**config.mk**
```make
export PLATFORM = sky130hd
export DESIGN_NAME = jtkicker_gfxarb_flat
export DESIGN_NICKNAME = d
export VERILOG_FILES = /design/src/rtl/jtkicker_gfxarb_if.sv /design/src/rtl/jtkicker_gfxarb.sv /design/src/flat_wrapper.sv
export SDC_FILE = /design/constraint.sdc
export NUM_CORES = 1
export LEC_CHECK = 0
export CORE_ASPECT_RATIO = 0.75
export CORE_UTILIZATION = 45
export DETAILED_ROUTE_END_ITERATION = 7
export GPL_TIMING_DRIVEN = 0
export PLACE_DENSITY_LB_ADDON = 0.3
export SYNTH_ARGS = -nofsm -noshare
export SYNTH_HDL_FRONTEND = slang
export SYNTH_SLANG_ARGS = --single-unit
```
**constraint.sdc**
```tcl
create_clock -name clk -period 7.29 [get_ports clk]
set_input_delay 1.458 -clock clk [delete_from_list [all_inputs] [get_ports clk]]
set_output_delay 1.458 -clock clk [all_outputs]
set_load 0.03 [all_outputs]
```
**src/rtl/jtkicker_gfxarb_if.sv**
```systemverilog
// Bus bundle for the graphics arbiter: two cached requesters plus the shared SDRAM port.
// The arbiter takes the slave view; the video pipeline and SDRAM controller take the master view.
`timescale 1ns/1ps
interface jtkicker_gfxarb_if #(
  parameter int SCR_AW = 13,
  parameter int OBJ_AW = 14,
  parameter int RAW    = 15
);
  logic              scr_cs;
  logic [SCR_AW-1:0] scr_addr;
  logic [31:0]       scr_data;
  logic              scr_ok;
  logic              obj_cs;
  logic [OBJ_AW-1:0] obj_addr;
  logic [31:0]       obj_data;
  logic              obj_ok;
  logic              rom_cs;
  logic [RAW-1:0]    rom_addr;
  logic [31:0]       rom_data;
  logic              rom_ok;

  modport slave (
    input  scr_cs, scr_addr, obj_cs, obj_addr, rom_data, rom_ok,
    output scr_data, scr_ok, obj_data, obj_ok, rom_cs, rom_addr
  );

  modport master (
    output scr_cs, scr_addr, obj_cs, obj_addr, rom_data, rom_ok,
    input  scr_data, scr_ok, obj_data, obj_ok, rom_cs, rom_addr
  );
endinterface

```
**src/rtl/jtkicker_gfxarb.sv**
```systemverilog
// Shares one SDRAM graphics port between the scroll and object fetchers, with a one-word
// tag/data cache per requester, round-robin miss arbitration and timeout-driven retry.
`timescale 1ns/1ps
module jtkicker_gfxarb #(
  parameter int             SCR_AW   = 13,
  parameter int             OBJ_AW   = 14,
  parameter int             RAW      = 15,
  parameter logic [RAW-1:0] OBJ_BASE = 15'h2000,
  parameter logic [7:0]     TMO      = 8'd255
) (
  input  logic               clk,
  input  logic               rst,
  jtkicker_gfxarb_if.slave   bus
);

  localparam int TAG_W = (OBJ_AW > SCR_AW) ? OBJ_AW : SCR_AW;

  typedef enum logic [1:0] {
    IDLE  = 2'd0,
    ISSUE = 2'd1,
    WAIT  = 2'd2,
    RETRY = 2'd3
  } state_t;

  state_t            state_r, state_nxt_s;
  logic              last_obj_r;
  logic              req_obj_r;
  logic [TAG_W-1:0]  req_tag_r;
  logic              rom_cs_r;
  logic [RAW-1:0]    rom_addr_r;
  logic [31:0]       scr_data_r, obj_data_r;
  logic [SCR_AW-1:0] scr_tag_r;
  logic [OBJ_AW-1:0] obj_tag_r;
  logic              scr_valid_r, obj_valid_r;
  logic [7:0]        cnt_r, cnt_inc_s;
  logic              scr_hit_s, obj_hit_s, scr_miss_s, obj_miss_s;
  logic              grant_scr_s, grant_obj_s, fill_s, timeout_s;

  assign scr_hit_s  = bus.scr_cs & scr_valid_r & (scr_tag_r == bus.scr_addr);
  assign obj_hit_s  = bus.obj_cs & obj_valid_r & (obj_tag_r == bus.obj_addr);
  assign scr_miss_s = bus.scr_cs & ~scr_hit_s;
  assign obj_miss_s = bus.obj_cs & ~obj_hit_s;
  assign cnt_inc_s  = cnt_r + 8'd1;

  assign bus.scr_ok   = scr_hit_s;
  assign bus.obj_ok   = obj_hit_s;
  assign bus.scr_data = scr_data_r;
  assign bus.obj_data = obj_data_r;
  assign bus.rom_cs   = rom_cs_r;
  assign bus.rom_addr = rom_addr_r;

  // FSM state register
  always_ff @(posedge clk or posedge rst) begin
    if (rst) begin
      state_r <= IDLE;
    end else begin
      state_r <= state_nxt_s;
    end
  end

  // Next-state logic and per-cycle control strobes
  always_comb begin
    state_nxt_s = state_r;
    grant_scr_s = 1'b0;
    grant_obj_s = 1'b0;
    fill_s      = 1'b0;
    timeout_s   = 1'b0;
    case (state_r)
      IDLE: begin
        // On a double miss the requester not served last time wins
        if (scr_miss_s && obj_miss_s) begin
          if (last_obj_r) begin
            grant_scr_s = 1'b1;
          end else begin
            grant_obj_s = 1'b1;
          end
        end else if (scr_miss_s) begin
          grant_scr_s = 1'b1;
        end else if (obj_miss_s) begin
          grant_obj_s = 1'b1;
        end else begin
          grant_scr_s = 1'b0;
        end
        if (grant_scr_s || grant_obj_s) begin
          state_nxt_s = ISSUE;
        end else begin
          state_nxt_s = IDLE;
        end
      end
      ISSUE: state_nxt_s = WAIT;
      WAIT: begin
        if (bus.rom_ok) begin
          fill_s      = 1'b1;
          state_nxt_s = IDLE;
        end else if (cnt_inc_s == TMO) begin
          timeout_s   = 1'b1;
          state_nxt_s = RETRY;
        end else begin
          state_nxt_s = WAIT;
        end
      end
      RETRY:   state_nxt_s = ISSUE;
      default: state_nxt_s = IDLE;
    endcase
  end

  // Request latch, ROM port outputs, cache fill and timeout counter
  always_ff @(posedge clk or posedge rst) begin
    if (rst) begin
      last_obj_r  <= 1'b1;
      req_obj_r   <= 1'b0;
      req_tag_r   <= '0;
      rom_cs_r    <= 1'b0;
      rom_addr_r  <= '0;
      scr_data_r  <= 32'd0;
      obj_data_r  <= 32'd0;
      scr_tag_r   <= '0;
      obj_tag_r   <= '0;
      scr_valid_r <= 1'b0;
      obj_valid_r <= 1'b0;
      cnt_r       <= 8'd0;
    end else begin
      if (grant_scr_s) begin
        req_obj_r  <= 1'b0;
        req_tag_r  <= TAG_W'(bus.scr_addr);
        rom_addr_r <= RAW'(bus.scr_addr);
        rom_cs_r   <= 1'b1;
        last_obj_r <= 1'b0;
      end else if (grant_obj_s) begin
        req_obj_r  <= 1'b1;
        req_tag_r  <= TAG_W'(bus.obj_addr);
        rom_addr_r <= RAW'(bus.obj_addr) + OBJ_BASE;
        rom_cs_r   <= 1'b1;
        last_obj_r <= 1'b1;
      end else if (fill_s) begin
        rom_cs_r <= 1'b0;
        if (req_obj_r) begin
          obj_data_r  <= bus.rom_data;
          obj_tag_r   <= req_tag_r[OBJ_AW-1:0];
          obj_valid_r <= 1'b1;
        end else begin
          scr_data_r  <= bus.rom_data;
          scr_tag_r   <= req_tag_r[SCR_AW-1:0];
          scr_valid_r <= 1'b1;
        end
      end else if (timeout_s) begin
        rom_cs_r <= 1'b0;
      end else if (state_r == RETRY) begin
        rom_cs_r <= 1'b1;
      end else begin
        rom_cs_r <= rom_cs_r;
      end

      if (state_r == ISSUE) begin
        cnt_r <= 8'd0;
      end else if (state_r == WAIT && !bus.rom_ok) begin
        cnt_r <= cnt_inc_s;
      end else begin
        cnt_r <= cnt_r;
      end
    end
  end

endmodule
```
**src/flat_wrapper.sv**
```systemverilog
// flat-port wrapper written by rule: the top's interface ports become plain ports
module jtkicker_gfxarb_flat 
#(
  parameter int             SCR_AW   = 13,
  parameter int             OBJ_AW   = 14,
  parameter int             RAW      = 15,
  parameter logic [RAW-1:0] OBJ_BASE = 15'h2000,
  parameter logic [7:0]     TMO      = 8'd255
)
  (clk, rst, bus_scr_cs, bus_scr_addr, bus_obj_cs, bus_obj_addr, bus_rom_data, bus_rom_ok, bus_scr_data, bus_scr_ok, bus_obj_data, bus_obj_ok, bus_rom_cs, bus_rom_addr);
  jtkicker_gfxarb_if #(.SCR_AW(SCR_AW), .OBJ_AW(OBJ_AW), .RAW(RAW)) bus_i ();
  input  logic clk;
  input  logic rst;
  input wire logic [$bits(bus_i.scr_cs)-1:0] bus_scr_cs;
  input wire logic [$bits(bus_i.scr_addr)-1:0] bus_scr_addr;
  input wire logic [$bits(bus_i.obj_cs)-1:0] bus_obj_cs;
  input wire logic [$bits(bus_i.obj_addr)-1:0] bus_obj_addr;
  input wire logic [$bits(bus_i.rom_data)-1:0] bus_rom_data;
  input wire logic [$bits(bus_i.rom_ok)-1:0] bus_rom_ok;
  output wire logic [$bits(bus_i.scr_data)-1:0] bus_scr_data;
  output wire logic [$bits(bus_i.scr_ok)-1:0] bus_scr_ok;
  output wire logic [$bits(bus_i.obj_data)-1:0] bus_obj_data;
  output wire logic [$bits(bus_i.obj_ok)-1:0] bus_obj_ok;
  output wire logic [$bits(bus_i.rom_cs)-1:0] bus_rom_cs;
  output wire logic [$bits(bus_i.rom_addr)-1:0] bus_rom_addr;
  assign bus_i.scr_cs = bus_scr_cs;
  assign bus_i.scr_addr = bus_scr_addr;
  assign bus_i.obj_cs = bus_obj_cs;
  assign bus_i.obj_addr = bus_obj_addr;
  assign bus_i.rom_data = bus_rom_data;
  assign bus_i.rom_ok = bus_rom_ok;
  assign bus_scr_data = bus_i.scr_data;
  assign bus_scr_ok = bus_i.scr_ok;
  assign bus_obj_data = bus_i.obj_data;
  assign bus_obj_ok = bus_i.obj_ok;
  assign bus_rom_cs = bus_i.rom_cs;
  assign bus_rom_addr = bus_i.rom_addr;
  jtkicker_gfxarb #(.SCR_AW(SCR_AW), .OBJ_AW(OBJ_AW), .RAW(RAW), .OBJ_BASE(OBJ_BASE), .TMO(TMO)) u_core (.clk(clk), .rst(rst), .bus(bus_i));
endmodule
```
-- After elaboration in Yosys (flattened, before gate mapping)
Cells that the tools add are included.
- $add $sub $neg: 2
- eq/ne operators: 6
- multiplexer cells: 33
- bitwise operators: 11
- reductions and logical operators: 10
- operator list (cell ; count):
    $mux 15 ; 2
    $mux 14 ; 2
    $mux 1 ; 25
    $mux 8 ; 2
    $add 14x14->15 const B ; 1
    $eq 14x14->1 ; 1
    $eq 13x13->1 ; 1
    $add 8x1->8 const B ; 1
    $eq 8x8->1 const B ; 1
    $pmux 2 s4 ; 1
    $reduce_and 4->1 ; 2
    $and 1x1->1 ; 6
    $not 1->1 ; 5
    $reduce_bool 5->1 ; 1
    $eq 2x2->1 const B ; 2
    $reduce_bool 2->1 ; 2
    $eq 2x1->1 const B ; 1
    $logic_and 1x1->1 ; 2
    $logic_not 2->1 ; 1
    $mux 2 ; 1
    $logic_not 1->1 ; 1
    $logic_or 1x1->1 ; 1
- flip-flop bits (word level): 135
- bits of input ports: 64
- output and inout port bits: 82
- logic and storage cells: 75

-- Longest topological paths before layout
Gate-level depths: netlist of the first run.
- depth after elaboration: 11
- depth in mapped cells: 6
- gate-level depth less buffers: 6

-- Worst setup path after synthesis of the first run
Ideal clock, no wire load.
- path kind: input to output
- start point: in bus_obj_addr[13]
- end point: out bus_obj_ok
- data arrival time: 3150 ps
- path slack: 2682 ps
- stages: 3
- path through: xor2_1 > or4_4 > nor4_1
- cells in the longest elaborated chain, start to end: 2
- ends and longest elaborated chain (element ; RTL line ; source):
    from (decl) ; flat_wrapper.sv:17 ; input wire logic [$bits(bus_i.obj_addr)-1:0] bus_obj_addr;
    $eq 14x14->1 ; jtkicker_gfxarb.sv:40 ; assign obj_hit_s = bus.obj_cs & obj_valid_r & (obj_tag_r == bus.obj_addr);
    $and 1x1->1 ; jtkicker_gfxarb.sv:40 ;
    to (decl) ; flat_wrapper.sv:23 ; output wire logic [$bits(bus_i.obj_ok)-1:0] bus_obj_ok;
No other way between the ends.

-- Worst setup path after layout of the first run
- start point: in bus_scr_addr[4]
- end point: out bus_scr_ok
- cells in the longest elaborated chain, start to end: 2
- ends and longest elaborated chain (element ; RTL line ; source):
    from (decl) ; flat_wrapper.sv:15 ; input wire logic [$bits(bus_i.scr_addr)-1:0] bus_scr_addr;
    $eq 13x13->1 ; jtkicker_gfxarb.sv:39 ; assign scr_hit_s = bus.scr_cs & scr_valid_r & (scr_tag_r == bus.scr_addr);
    $and 1x1->1 ; jtkicker_gfxarb.sv:39 ;
    to (decl) ; flat_wrapper.sv:21 ; output wire logic [$bits(bus_i.scr_ok)-1:0] bus_scr_ok;
No other way between the ends.

==> results of run 1 <==
-- stage by stage --
step	utilization, %	cell area [um^2]	power, mW
final	67.4	7430	3.66
after detailed placement	61.7	6800	2.78
after floorplan	-	5140	2.11
after CTS	67.4	7430	3.68
after global routing	67.4	7430	3.84
after global placement	61.4	6770	2.72
-- path summary, 6_finish.rpt --
kind                                            from                 endpoint  slack (ns)  depth (start not counted)
worst max-delay path                 bus_scr_addr[4]               bus_scr_ok        2.03                          5
worst min-delay path              u_core.scr_valid_r       u_core.scr_valid_r        0.46                          1
worst max register to register  u_core.obj_tag_r[13]   u_core.bus.rom_addr[5]        4.70                          6
worst min register to register    u_core.scr_valid_r       u_core.scr_valid_r        0.46                          1
max in group asynchronous                        rst  u_core.bus.obj_data[12]        5.11                          3
min in group asynchronous                        rst  u_core.bus.obj_data[22]        1.44                          2
-- worst max-delay path: cells and delay by family --
| kind | cells | cell delay [ns] |
|---|---|---|
| xor+xnor | 1 | 0.18 |
| buf+inv | 2 | 1.14 |
| simple gates | 2 | 1.02 |
-- final cells by class --
class                           count  area [um^2]  area share, %
Multi-Input combinational cell    222         1860           25.1
Sequential cell                   121         3030           40.8
Clock buffer                       22          484           6.52
Timing Repair Buffer              146         1480           19.9
Clock inverter                      8          143           1.92
Tap cell                          140          175           2.36
Buffer                             15         78.8           1.06
Inverter                           46          178           2.39
-- Yosys cell counts (3+ instances only) --
library cell	count	share of area [%]
nand3_1	4	0.39
buf_6	3	0.66
nand4_1	4	0.49
nor4_1	5	0.61
clkbuf_1	12	0.88
xnor2_1	15	2.6
xor2_1	16	2.7
a222oi_1	13	2.5
inv_1	46	3.4
nor2_1	7	0.51
and3_1	3	0.37
o21ai_0	26	2.5
dfrtp_1	120	58
mux2_2	78	17
nand2_1	26	1.9
a21oi_1	3	0.29
-- per-layer routing --
layer,track usage (%),vias to the layer above,wire [um]
met4,8.64,0,104
met5,0,-,0
met3,8.39,11,1110
met2,36.3,158,6220
met1,27.8,1896,5350
li1,-,1726,-
-- flip-flops by register name, summed over array words and instances, names as in the netlist --
signal	flops
u_core.last_obj_r	1
u_core.bus.rom_addr	15
u_core.state_r	2
u_core.obj_tag_r	14
u_core.scr_valid_r	1
u_core.req_obj_r	1
u_core.bus.rom_cs	1
u_core.cnt_r	8
u_core.obj_valid_r	1
u_core.bus.obj_data	32
u_core.scr_tag_r	13
u_core.bus.scr_data	32
-- power by group through the flow --
stage	sequential, mW	clock [mW]	combinational (mW)
5_1_grt	1.23	0.926	1.68
2_1_floorplan	1.60	0	0.511
3_5_place_dp	1.20	0	1.58
3_3_place_gp	1.17	0	1.55
4_1_cts	1.19	0.896	1.59
6_report	1.19	0.884	1.58
-- cell families after synthesis --
family	after synthesis	synth area share, %
adder cells (fa/ha/maj)	2	0.487
XOR/XNOR	31	5.28
AO/OA/AOI/OAI	52	7.64
buffers and inverters	61	4.89
AND/OR/NAND/NOR	59	5.72
flip-flops	121	58.9
multiplexers	78	17.1
==> summary.txt, run 1 <==
status -> complete, but fails checks
failing checks -> DRC
P&R area growth vs syn -> 44.5%
top fanout value on the critical path -> 3
global-route wire length before repair -> 20100 um
number of enable flip-flop cells after synthesis -> 0
drt total wl -> 12800 um
actual slew at the worst max-slew pin -> 0.791 ns
total track usage -> 22.5%
Slew Viols, Final -> 0
CP startpoint kind -> input pin
P_int -> 2.32 mW
clk_skew -> 0.00765 ns
vias in the first global route -> 4003
crit-path cells -> clkdlybuf4s50_1 -> xor2_1 -> nor4_1 -> and4_1 -> clkdlybuf4s50_1
Crit Path Category -> in -> out
Remaining Overflow, GRT -> 0
synthesis-stage register bit count -> 121
syn_nets -> 470
RD Place Congestion -> 0.795
Clock power frac -> 24.2%
Synth cell types -> 36
CP Capture Type -> output pin
Required @ worst endpoint -> 5.83 ns
Max Cap Viol -> 0
Critical Path AT -> 3.80 ns
Buffers on Ports -> 145
CTS clock-pin slew for the worst setup and hold paths -> 0.05 ns
Residual DRC -> 11
Slew HR -> 46.8%
Async SR Flop Fraction -> 100%
minimum clock period -> 5.26 ns
Fillers -> 793
CTS tree -> done
worst hold slack -> 0.460 ns
Crit path top cell by count -> clkdlybuf4s50_1
Logic pwr share -> 43.3%
hold_buf cts -> 0
full die area -> 0.0119 mm^2
TNS Setup -> 0 ns
CTS Buffer Depth -> 2
Core Area -> 0.0110 mm^2
n_diodes -> 0
Static Leak -> 3.28 nW
Post-DP HPWL -> 8820 um
final setup fails -> 0
worst min-delay path class -> reg -> reg
switching power -> 1.34 mW
Worst VDD drop -> 301 uV
Num CTS Buffers -> 17
IO Pins -> 146
root buffer cell -> clkbuf_16
number of core rows -> 33
starting density of the core -> 46.6%
Nets -> 635
Die W -> 125 um
sw frac -> 36.5%
clk_lat worst skew -> 0.41 ns
die span in y -> 94.6 um
Post-CTS Resized -> 0
DR vias -> 3791
Vias/cell -> 5.27
Synthesis Warnings -> 0
Post-Synthesis Cells -> 404
initial antenna violation count -> 0
Max Clock Freq -> 190 MHz
fin crit share -> 72.1%
# Post-CTS Setup Buffers -> 0
register area share after synthesis -> 58.9%
final antenna-violating net count -> 0
H-tree Lvls -> 4
Clock Sinks -> 121
RSZ-0062 raised after global routing -> no
final worst slack -> 2.03 ns
Post-Syn Area per Cell -> 12.7 um^2
Non-Filler Instances -> 720
Mapped Area -> 0.00514 mm^2
share of layout cells above drive strength 1 -> 20.7%
First DRT Iteration DRCs -> 262
final hold vios -> 0
Wirelength per Cell -> 17.7 um
top_reg_cell synth -> dfrtp_1
largest net degree at the start of global routing -> 80
Cell Count Post-Placement -> 690
Setup WS pre-CTS -> 2.13 ns
Pwr Density -> 493 mW/mm^2
slowest stage delay, CP -> 0.69 ns
DRT Pass-1 Iters -> 8
commonest non-fill, non-tap cell in the layout -> clkdlybuf4s50_1
Worst path slowest cell -> nor4_1
most frequent cells in the layout -> clkdlybuf4s50_1 (145), dfrtp_1 (120), mux2_2 (78), inv_1 (45)
Seq pwr share -> 32.6%
No activity file was read; power rests on OpenSTA's default activity.
==> run 2: changes to the inputs <==
Settings changed: CORE_UTILIZATION 45 to 43.
Clock period 7.29 ns to 4.7 ns, I/O delays scaled along.
==> run 2 against run 1 <==
Compared with the run above: the run now ends clean; hold slack improved by 0.0085 ns; power increased by 52%; design area decreased by 0.27%; sequential power increased by 55%; combinational power increased by 55%; register-to-register slack got worse by 2.6 ns; via count increased by 0.55%; wire length decreased by 1.0%; global-route usage decreased by 0.32 points; critical endpoint unchanged; largest power group unchanged.
==> summary.txt, run 2 (synthesis gave the netlist of run 1 again) <==
final hold vios -> 0 (unchanged)
Num CTS Buffers -> 17 (unchanged)
slowest stage delay, CP -> 0.75 ns (+0.06 ns)
# Post-CTS Setup Buffers -> 0 (unchanged)
top fanout value on the critical path -> 3 (unchanged)
worst min-delay path class -> reg -> reg
Nets -> 635 (unchanged)
Clock Sinks -> 121 (unchanged)
DR vias -> 3812 (+0.55%)
Placed Area -> 0.00683 mm^2 (+0.40%)
H-tree Lvls -> 4 (unchanged)
Post-CTS Resized -> 0 (unchanged)
critical path startpoint -> bus_scr_addr[9]
Buffers on Ports -> 145 (unchanged)
M3 GR Usage -> 7.52% (-0.86 points)
commonest non-fill, non-tap cell in the layout -> clkdlybuf4s50_1
total track usage -> 22.2% (-0.32 points)
Core Area -> 0.0116 mm^2 (+5.3%)
Static Leak -> 3.25 nW (-0.84%)
Pwr Density -> 749 mW/mm^2 (+52%)
Worst VDD drop -> 457 uV (+52%)
CP startpoint kind -> input pin
n_diodes -> 0 (unchanged)
RSZ-0062 raised after global routing -> no
total power -> 5.55 mW (+52%)
status -> completed
Max Cap Viol -> 0 (unchanged)
Post-DP HPWL -> 8740 um (-0.95%)
crit-path cells -> clkdlybuf4s50_1 -> xor2_1 -> nor4_1 -> and4_1 -> clkdlybuf4s50_1
CP Capture Type -> output pin
die span in y -> 96.7 um (+2.2%)
number of core rows -> 34 (+3.0%)
Post-Layout Inst Area -> 0.00741 mm^2 (-0.27%)
RD Place Congestion -> 0.763 (-4.0%)
Top Family by Delay on Critical Path -> buffers and inverters
worst path bufs/invs -> 2 (unchanged)
met1 GRT Util -> 27.7% (-0.18 points)
First DRT Iteration DRCs -> 208 (-21%)
fin crit share -> 90.4%
Residual DRC -> 0 (-11)
largest net degree at the start of global routing -> 96 (+20%)
Wirelength per Cell -> 17.0 um (-4.2%)
global-route wire length before repair -> 20900 um (+4.0%)
Setup WS pre-CTS -> 0.492 ns (-1.64 ns)
Slew Viols, Final -> 0 (unchanged)
Worst path slowest cell -> nor4_1
vias in the first global route -> 4132 (+3.2%)
most frequent cells in the layout -> clkdlybuf4s50_1 (145), dfrtp_1 (120), mux2_2 (78), inv_1 (45)
drt total wl -> 12600 um (-1.0%)
Max Clock Freq -> 235 MHz
clk_lat worst skew -> 0.40 ns (about the same)
busiest layer in global routing -> met2
minimum clock period -> 4.25 ns
CTS clock-pin slew for the worst setup and hold paths -> 0.05 ns (about the same)
Slew HR -> 42.8% (-3.9 points)
root buffer cell -> clkbuf_16
starting density of the core -> 44.3% (-2.4 points)
Crit path top cell by count -> clkdlybuf4s50_1
actual slew at the worst max-slew pin -> 0.849 ns (+0.0581 ns)
Die W -> 128 um (+2.3%)
IO Pins -> 146 (unchanged)
clk_skew -> 0.00674 ns (-0.000912 ns)
full die area -> 0.0124 mm^2 (+4.6%)
P&R area growth vs syn -> 44.1%
Remaining Overflow, GRT -> 0 (unchanged)
hold path start -> u_core.scr_valid_r
hold_buf cts -> 0 (unchanged)
CTS tree -> done
final antenna-violating net count -> 0 (unchanged)
Crit Path Category -> in -> out
initial antenna violation count -> 0 (unchanged)
Vias/cell -> 5.12 (-2.7%)
final worst slack -> 0.450 ns (-1.58 ns)
final setup fails -> 0 (unchanged)
Required @ worst endpoint -> 3.76 ns (-2.07 ns)
worst reg2reg path startpoint -> u_core.obj_tag_r[13]
Critical Path AT -> 3.31 ns (-0.49 ns)
CTS Buffer Depth -> 2 (unchanged)
share of layout cells above drive strength 1 -> 21.1% (+0.44 points)
GR Util met2 -> 36.1% (-0.16 points)
DRT Pass-1 Iters -> 5 (-3)
-- run 2: worst paths after layout --
| check | to | slack [ns] | cells past startpoint |
|---|---|---|---|
| min reg2reg | u_core.scr_valid_r | 0.47 | 1 |
| max | bus_scr_ok | 0.45 | 5 |
| max in group asynchronous | u_core.last_obj_r | 3.09 | 3 |
| min in group asynchronous | u_core.bus.obj_data[27] | 0.86 | 2 |
| min | u_core.scr_valid_r | 0.47 | 1 |
| max reg2reg | u_core.bus.rom_addr[5] | 2.11 | 6 |
-- run 2: worst register-to-register path, delay by kind of cell, from the launching register on --
| family | cells | cell delay, ns |
|---|---|---|
| flops | 1 | 0.39 |
| compound gates | 3 | 1.12 |
| buf+inv | 1 | 0.22 |
| xor+xnor | 1 | 0.16 |
| simple gates | 1 | 0.55 |
-- run 2: where the power goes --
group / total, mW / internal, mW / switching [mW]
clock network: 1.26 / 0.780 / 0.478
logic: 2.45 / 1.13 / 1.32
registers: 1.85 / 1.54 / 0.308
-- run 2: per-stage QoR --
step / hold slack [ns] / instances / TNS (ns) / util (%)
after floorplan: 0.430 / 404 / 0 / -
after global placement: 0.444 / 711 / -129.26 / 58.5
after detailed placement: 0.450 / 712 / 0 / 58.8
after CTS: 0.464 / 744 / 0 / 63.8
after global routing: 0.486 / 744 / 0 / 63.8
final: 0.468 / 744 / 0 / 63.8
-- run 2: cell type report --
cell class / count / area (um^2)
clock buffer: 17 / 425
timing repair buffer: 146 / 1480
buffer: 15 / 78.8
fill: 913 / 4210
sequential: 121 / 3030
inverter: 46 / 178
clock inverter: 15 / 154
multi-input combinational: 222 / 1860
tap: 162 / 203
-- run 2: routing by layer --
layer  vias up  wire [um]
met3        15       1050
met5         -          0
met4         0        140
met1      1915       5430
met2       146       6030
li1       1736          -
==> run 3: changes to the inputs <==
Settings changed: CORE_UTILIZATION 43 to 45.
Clock period 4.7 ns to 5.4 ns, I/O delays scaled along.
==> results of run 3 <==
Same layout as run 1 (identical final DEF). Status: complete, but fails checks: DRC.
Among the figures that moved: setup slack after placement 2.13 ns -> 0.994 ns; setup slack after layout 2.03 ns -> 0.898 ns; register-to-register setup slack 4.70 ns -> 2.81 ns; total power 3.66 mW -> 4.94 mW; worst IR drop on VDD 301 uV -> 406 uV
